===== src/rtl/lcd_timing_pkg.sv =====
// Shared constants and types for the 480x272 LCD timing generator.
// Default panel timing, counter widths, sync polarity and the registered
// decode bundle used by lcd_timing_gen.
package lcd_timing_pkg;

    // Default horizontal timing, in pixel clocks
    localparam int unsigned H_ACTIVE_DEF = 480;
    localparam int unsigned H_FP_DEF     = 2;
    localparam int unsigned H_SYNC_DEF   = 41;
    localparam int unsigned H_BP_DEF     = 2;

    // Default vertical timing, in lines
    localparam int unsigned V_ACTIVE_DEF = 272;
    localparam int unsigned V_FP_DEF     = 2;
    localparam int unsigned V_SYNC_DEF   = 10;
    localparam int unsigned V_BP_DEF     = 2;

    localparam int unsigned H_TOTAL_DEF = H_ACTIVE_DEF + H_FP_DEF + H_SYNC_DEF + H_BP_DEF;
    localparam int unsigned V_TOTAL_DEF = V_ACTIVE_DEF + V_FP_DEF + V_SYNC_DEF + V_BP_DEF;

    // Counter and coordinate widths
    localparam int unsigned HCNT_W = 10;
    localparam int unsigned VCNT_W = 9;
    localparam int unsigned PIX_W  = 9;

    // Panel syncs are active-low
    localparam logic SYNC_ACTIVE = 1'b0;
    localparam logic SYNC_IDLE   = 1'b1;

    // Decode of one (h,v) position, registered as a unit
    typedef struct packed {
        logic [PIX_W-1:0] x;
        logic [PIX_W-1:0] y;
        logic             hde;
        logic             vde;
        logic             de;
        logic             hsync;
        logic             vsync;
        logic             line_start;
        logic             frame_start;
    } timing_t;

    localparam timing_t TIMING_RST = '{
        x:           '0,
        y:           '0,
        hde:         1'b0,
        vde:         1'b0,
        de:          1'b0,
        hsync:       SYNC_IDLE,
        vsync:       SYNC_IDLE,
        line_start:  1'b0,
        frame_start: 1'b0
    };

endpackage


===== src/rtl/sig_delay_line.sv =====
// Single-bit shift register with a configurable depth and reset level.
// Used to line sync/DE up with downstream ROM read latency.
module sig_delay_line #(
    parameter int unsigned Depth  = 2,
    parameter logic        RstVal = 1'b0
) (
    input  logic i_clk,
    input  logic i_rst_n,
    input  logic i_d,
    output logic o_q
);

    logic [Depth-1:0] stage_q;
    logic [Depth-1:0] stage_d;

    // Shift one stage per clock; stage 0 takes the input
    if (Depth == 1) begin : g_single
        assign stage_d = i_d;
    end else begin : g_chain
        assign stage_d = {stage_q[Depth-2:0], i_d};
    end

    // Stage registers; every stage clears to the signal's inactive level
    always_ff @(posedge i_clk) begin
        if (!i_rst_n) begin
            stage_q <= {Depth{RstVal}};
        end else begin
            stage_q <= stage_d;
        end
    end

    assign o_q = stage_q[Depth-1];

endmodule


===== src/rtl/lcd_timing_gen.sv =====
// Single-clock horizontal/vertical timing generator for a parallel RGB LCD.
// Both counters run on the pixel clock; outputs are the registered decode of
// the current (h,v), so they lag the counters by one clock. Sync and DE are
// also provided through PIPE_DELAY-deep delay lines to match ROM latency.
// Optional frame counter on o_frame: define LCD_TIMING_FRAME_CNT_EN.
module lcd_timing_gen
    import lcd_timing_pkg::*;
#(
    parameter int unsigned H_ACTIVE   = H_ACTIVE_DEF,
    parameter int unsigned H_FP       = H_FP_DEF,
    parameter int unsigned H_SYNC     = H_SYNC_DEF,
    parameter int unsigned H_BP       = H_BP_DEF,
    parameter int unsigned V_ACTIVE   = V_ACTIVE_DEF,
    parameter int unsigned V_FP       = V_FP_DEF,
    parameter int unsigned V_SYNC     = V_SYNC_DEF,
    parameter int unsigned V_BP       = V_BP_DEF,
    parameter int unsigned PIPE_DELAY = 2
) (
    input  logic             i_clk,
    input  logic             i_rst_n,
    output logic [PIX_W-1:0] o_x,
    output logic [PIX_W-1:0] o_y,
    output logic             o_hde,
    output logic             o_vde,
    output logic             o_de,
    output logic             o_hsync,
    output logic             o_vsync,
    output logic             o_line_start,
    output logic             o_frame_start,
    output logic             o_hsync_d,
    output logic             o_vsync_d,
    output logic             o_de_d,
    output logic [7:0]       o_frame
);

    localparam int unsigned H_TOTAL = H_ACTIVE + H_FP + H_SYNC + H_BP;
    localparam int unsigned V_TOTAL = V_ACTIVE + V_FP + V_SYNC + V_BP;

    // Refuse to elaborate timings the counters cannot represent
    if (H_TOTAL > (1 << HCNT_W)) begin : g_bad_h_total
        $error("lcd_timing_gen: H_TOTAL does not fit the horizontal counter");
    end
    if (V_TOTAL > (1 << VCNT_W)) begin : g_bad_v_total
        $error("lcd_timing_gen: V_TOTAL does not fit the vertical counter");
    end
    if (H_ACTIVE > (1 << PIX_W)) begin : g_bad_h_active
        $error("lcd_timing_gen: H_ACTIVE does not fit the x coordinate");
    end
    if (PIPE_DELAY < 1 || PIPE_DELAY > 4) begin : g_bad_pipe
        $error("lcd_timing_gen: PIPE_DELAY must be within 1..4");
    end

    // Decode thresholds, pre-sized to the counter widths
    localparam logic [HCNT_W-1:0] H_LAST     = HCNT_W'(H_TOTAL - 1);
    localparam logic [HCNT_W-1:0] H_ACT_END  = HCNT_W'(H_ACTIVE);
    localparam logic [HCNT_W-1:0] H_SYNC_BEG = HCNT_W'(H_ACTIVE + H_FP);
    localparam logic [HCNT_W-1:0] H_SYNC_END = HCNT_W'(H_ACTIVE + H_FP + H_SYNC);
    localparam logic [VCNT_W-1:0] V_LAST     = VCNT_W'(V_TOTAL - 1);
    localparam logic [VCNT_W-1:0] V_ACT_END  = VCNT_W'(V_ACTIVE);
    localparam logic [VCNT_W-1:0] V_SYNC_BEG = VCNT_W'(V_ACTIVE + V_FP);
    localparam logic [VCNT_W-1:0] V_SYNC_END = VCNT_W'(V_ACTIVE + V_FP + V_SYNC);

    logic [HCNT_W-1:0] h_q, h_d;
    logic [VCNT_W-1:0] v_q, v_d;
    logic              frame_wrap;
    timing_t           dec;
    timing_t           tim_q;

    // Counter advance: h wraps every line, v steps on the h wrap
    always_comb begin
        h_d = h_q + 1'b1;
        v_d = v_q;
        if (h_q == H_LAST) begin
            h_d = '0;
            v_d = (v_q == V_LAST) ? '0 : v_q + 1'b1;
        end
    end

    assign frame_wrap = (h_q == H_LAST) && (v_q == V_LAST);

    // Decode the current position into the output bundle
    always_comb begin
        dec             = TIMING_RST;
        dec.hde         = (h_q < H_ACT_END);
        dec.vde         = (v_q < V_ACT_END);
        dec.de          = dec.hde & dec.vde;
        dec.hsync       = (h_q >= H_SYNC_BEG && h_q < H_SYNC_END) ? SYNC_ACTIVE : SYNC_IDLE;
        // vsync spans whole lines, so its edges fall on h=0
        dec.vsync       = (v_q >= V_SYNC_BEG && v_q < V_SYNC_END) ? SYNC_ACTIVE : SYNC_IDLE;
        dec.x           = dec.hde ? h_q[PIX_W-1:0] : '0;
        dec.y           = dec.vde ? v_q : '0;
        dec.line_start  = (h_q == '0);
        dec.frame_start = (h_q == '0) && (v_q == '0);
    end

    // Counters and output register; reset drops all state regardless of position
    always_ff @(posedge i_clk) begin
        if (!i_rst_n) begin
            h_q   <= '0;
            v_q   <= '0;
            tim_q <= TIMING_RST;
        end else begin
            h_q   <= h_d;
            v_q   <= v_d;
            tim_q <= dec;
        end
    end

    assign o_x           = tim_q.x;
    assign o_y           = tim_q.y;
    assign o_hde         = tim_q.hde;
    assign o_vde         = tim_q.vde;
    assign o_de          = tim_q.de;
    assign o_hsync       = tim_q.hsync;
    assign o_vsync       = tim_q.vsync;
    assign o_line_start  = tim_q.line_start;
    assign o_frame_start = tim_q.frame_start;

    // Delayed copies of the registered syncs and DE for the ROM data path
    sig_delay_line #(
        .Depth  (PIPE_DELAY),
        .RstVal (SYNC_IDLE)
    ) u_hsync_dly (
        .i_clk   (i_clk),
        .i_rst_n (i_rst_n),
        .i_d     (tim_q.hsync),
        .o_q     (o_hsync_d)
    );

    sig_delay_line #(
        .Depth  (PIPE_DELAY),
        .RstVal (SYNC_IDLE)
    ) u_vsync_dly (
        .i_clk   (i_clk),
        .i_rst_n (i_rst_n),
        .i_d     (tim_q.vsync),
        .o_q     (o_vsync_d)
    );

    sig_delay_line #(
        .Depth  (PIPE_DELAY),
        .RstVal (1'b0)
    ) u_de_dly (
        .i_clk   (i_clk),
        .i_rst_n (i_rst_n),
        .i_d     (tim_q.de),
        .o_q     (o_de_d)
    );

`ifdef LCD_TIMING_FRAME_CNT_EN
    logic [7:0] frame_q, frame_d;

    // Count completed frames; steps on the same edge the counters wrap to (0,0)
    always_comb begin
        frame_d = frame_q;
        if (frame_wrap) begin
            frame_d = frame_q + 8'd1;
        end
    end

    // Frame counter register
    always_ff @(posedge i_clk) begin
        if (!i_rst_n) begin
            frame_q <= 8'd0;
        end else begin
            frame_q <= frame_d;
        end
    end

    assign o_frame = frame_q;
`else
    logic unused_frame_wrap;
    assign unused_frame_wrap = frame_wrap;
    assign o_frame           = 8'd0;
`endif

endmodule


===== config.mk =====
export PLATFORM = sky130hd
export DESIGN_NAME = lcd_timing_gen
export DESIGN_NICKNAME = d
export VERILOG_FILES = /design/src/rtl/lcd_timing_pkg.sv /design/src/rtl/sig_delay_line.sv /design/src/rtl/lcd_timing_gen.sv
export SDC_FILE = /design/constraint.sdc
export NUM_CORES = 1
export LEC_CHECK = 0
export BUFFER_PORTS_ARGS = -buffer_cell sky130_fd_sc_hd__buf_2
export CORE_MARGIN = 4
export CORE_UTILIZATION = 56
export CTS_BUF_LIST = sky130_fd_sc_hd__clkbuf_4
export CTS_CLUSTER_SIZE = 40
export DETAILED_ROUTE_END_ITERATION = 7
export PLACE_DENSITY = 0.81
export SETUP_SLACK_MARGIN = 0.3
export SYNTH_ARGS = -nofsm -noshare
export SYNTH_HDL_FRONTEND = slang
export SYNTH_SLANG_ARGS = --single-unit

===== constraint.sdc =====
create_clock -name i_clk -period 2.93 [get_ports i_clk]
set_input_delay 0.293 -clock i_clk [delete_from_list [all_inputs] [get_ports i_clk]]
set_output_delay 0.293 -clock i_clk [all_outputs]
set_load 0.01 [all_outputs]

==> impl_metrics.yaml <==
status:
  status: "finished, final reports clean"
logic_synthesis:
  synthTopCellsByArea: "dfxtp_1 51%, and3_1 4.8%, xnor2_1 4.5%"
  syn_area_um2: 1950
  avgSynthCellArea_um2: 9.78
  synth_edf_count: 0
  synth_cell_types: 42
  synth_commonest_cells: "50 x dfxtp_1, 17 x nor2_1, 15 x and3_1, 12 x and2_1, 10 x xnor2_1"
  synth.top_cell.area_share_pct: 51.4
  yosysTopAreaCell: "dfxtp_1"
  synth-seq-cells: 50
  post-synth-top-count-cell: "dfxtp_1"
  synth_seq_area_share_pct: 51.4
  synthFlopType: "dfxtp_1"
  ys_warn_count: 0
  synthArstFlopShare_pct: 0
  netlist_instances: 199
timing:
  fmax_mhz: 465
  period_needed_ns: 2.15
  hold_viol: 0
  finalCritPeriodShare_pct: 73.4
  timing.hold.ws_ns: 0.258
  slew_violations: 0
  setup_ws_ns: 0.779
  finalSetupTns_ns: 0
  tightest_slew_ns: 0.598
  grt_setup_unrepaired: "false"
  setup_viol: 0
  finClkSkew_ns: 0.00894
  relSlewSlack_pct: 59.9
die:
  core_um2: 3340
  initial_core_util_pct: 58.3
  fp-row-count: 21
  die_y_um: 67.0
  die_area_um2: 4480
  io-pin-count: 38
  die_w_um: 67.0
critical_path:
  crit_fanout: 11
  critPathArrivalTime_ns: 2.44
  crit_type: "flop to flop"
  start_kind: "flop"
  required_ns: 3.22
  worst_setup_path_end_kind: "flop"
cells_and_area:
  nets: 231
  regArea_um2: 1000
  fillers: 294
  multi_input_area_um2: 841
  stdcell_count: 271
  num_antenna_cells: 0
  layout-drive-gt1-share_pct: 19.6
  area_delta_synth_final_pct: 10.2
  fin_util_pct: 64.3
clock_network:
  clk_latency_ns: 0.35
  root_buffer: "clkbuf_4"
  clock_path_buffers: 2
  cts_sinks: 50
  cts_buffers: 5
  cts_resized: 0
  hold_buffers: 0
  htree_levels: 2
  cts_tree: "yes"
  cts_setup_buffers: 0
  clkTransAtPathRegs_ns: 0.14
power:
  irDropWorstVdd_v: 0.000206
  p_per_area_nw_per_um2: 529
  p_leak_nw: 0.912
grt:
  antenna_found_initial: 0
  grt_pass1_vias: 1254
  grt_max_degree: 18
  grt_pass1_wl_um: 5600
  grt_overflow: 0
  grt_usage_pct: 16.3
place:
  dp_hpwl_um: 2380
  placed_cells: 263
  place_ws_ns: 0.809
  port_buffers: 29
  gp_congestion: 0.841
run:
  cap_viol_max_count: 0
detailed_routing:
  dr.pass1.iters: 4
  drc_errors: 0
  drtIter0Drc: 54
  wire_per_inst_um: 12.3
  totalWireLength_um: 3330
  vias_per_cell: 5.15
  vias: 1395
  final_antenna_net_count: 0
hold_path:
  hold_class: "input pin to flop"
[placed cells by master, fill, tap and decap left out, types with 2 or more instances in the layout]
cell type,n
nand2_1,9
nor4b_1,3
and2_1,12
nor4_1,4
dfxtp_1,50
nand4_1,4
conb_1,8
buf_2,29
nor2_1,17
inv_1,5
a21oi_1,2
xor2_1,2
ha_1,5
o31ai_1,2
clkbuf_4,6
and3_1,15
or4_1,2
nand2b_1,5
nor3_1,5
xnor2_1,10
or3_1,2
nand3_1,8
[flip-flops by register name, summed over array words and instances, names as in the netlist]
register             count
h_q                     10
o_x                      9
o_y                      9
v_q                      9
u_de_dly.stage_q         2
u_hsync_dly.stage_q      2
u_vsync_dly.stage_q      2
o_de                     1
o_frame_start            1
o_hde                    1
o_hsync                  1
o_line_start             1
o_vde                    1
o_vsync                  1
[cell type report]
class | count | share of cell area, %
clock buffer | 6 | 2.10
clock inverter | 2 | 1.75
multi-input combinational | 133 | 39.2
sequential | 50 | 46.6
tap | 46 | 2.68
inverter | 5 | 0.875
timing repair buffer | 29 | 6.76
[critical path, cell delays in order, from the launching register on]
cell     delay (ns)
dfxtp_1        0.39
or4b_4         0.58
or3_4          0.45
or4_4          0.53
a21oi_2        0.13
[report_power, final]
group,switching [mW],internal (mW),total (mW)
sequential,0.00959,0.692,0.701
clock,0.198,0.189,0.387
combinational,0.0292,0.0174,0.0466
[cell families (layout without fill, tap and decap cells)]
logic type / count (synthesis) / after routing / share of synthesized area, %
buffers and inverters: 23 / 42 / 6.75
flip-flops: 50 / 50 / 51.4
AND/OR/NAND/NOR: 94 / 94 / 27.8
other: 1 / 8 / 0.193
adder cells (fa/ha/maj): 5 / 5 / 3.21
XOR/XNOR: 12 / 12 / 5.40
AO/OA/AOI/OAI: 14 / 14 / 5.27
[worst paths after layout]
kind                                                         from                           endpoint  slack (ns)  depth (start not counted)
worst max-delay path                            h_q[6]$_SDFF_PP0_                v_q[7]$_SDFFE_PN0N_        0.78                          4
worst min-delay path                                      i_rst_n  u_hsync_dly.stage_q[0]$_SDFF_PN1_        0.26                          2
worst max register to register                  h_q[6]$_SDFF_PP0_                v_q[7]$_SDFFE_PN0N_        0.78                          4
worst min register to register  u_vsync_dly.stage_q[0]$_SDFF_PN1_  u_vsync_dly.stage_q[1]$_SDFF_PN1_        0.43                          1
[metrics by stage]
| stage | power (mW) | instance area (um^2) |
|---|---|---|
| 2_1_floorplan | 0.755 | 1970 |
| 3_3_place_gp | 0.762 | 2060 |
| 3_5_place_dp | 0.763 | 2060 |
| 4_1_cts | 1.15 | 2150 |
| 5_1_grt | 1.20 | 2150 |
| 6_report | 1.14 | 2150 |
[routing by layer]
layer	wire length [um]	share of wire, %	track usage (%)	vias to the layer above
met5	0	0	0	-
met4	66	2.0	8.10	0
met3	222	6.7	4.72	8
met2	1510	45	25.0	39
met1	1530	46	20.8	632
li1	-	-	-	716
Power figures use the tool's default switching activity.
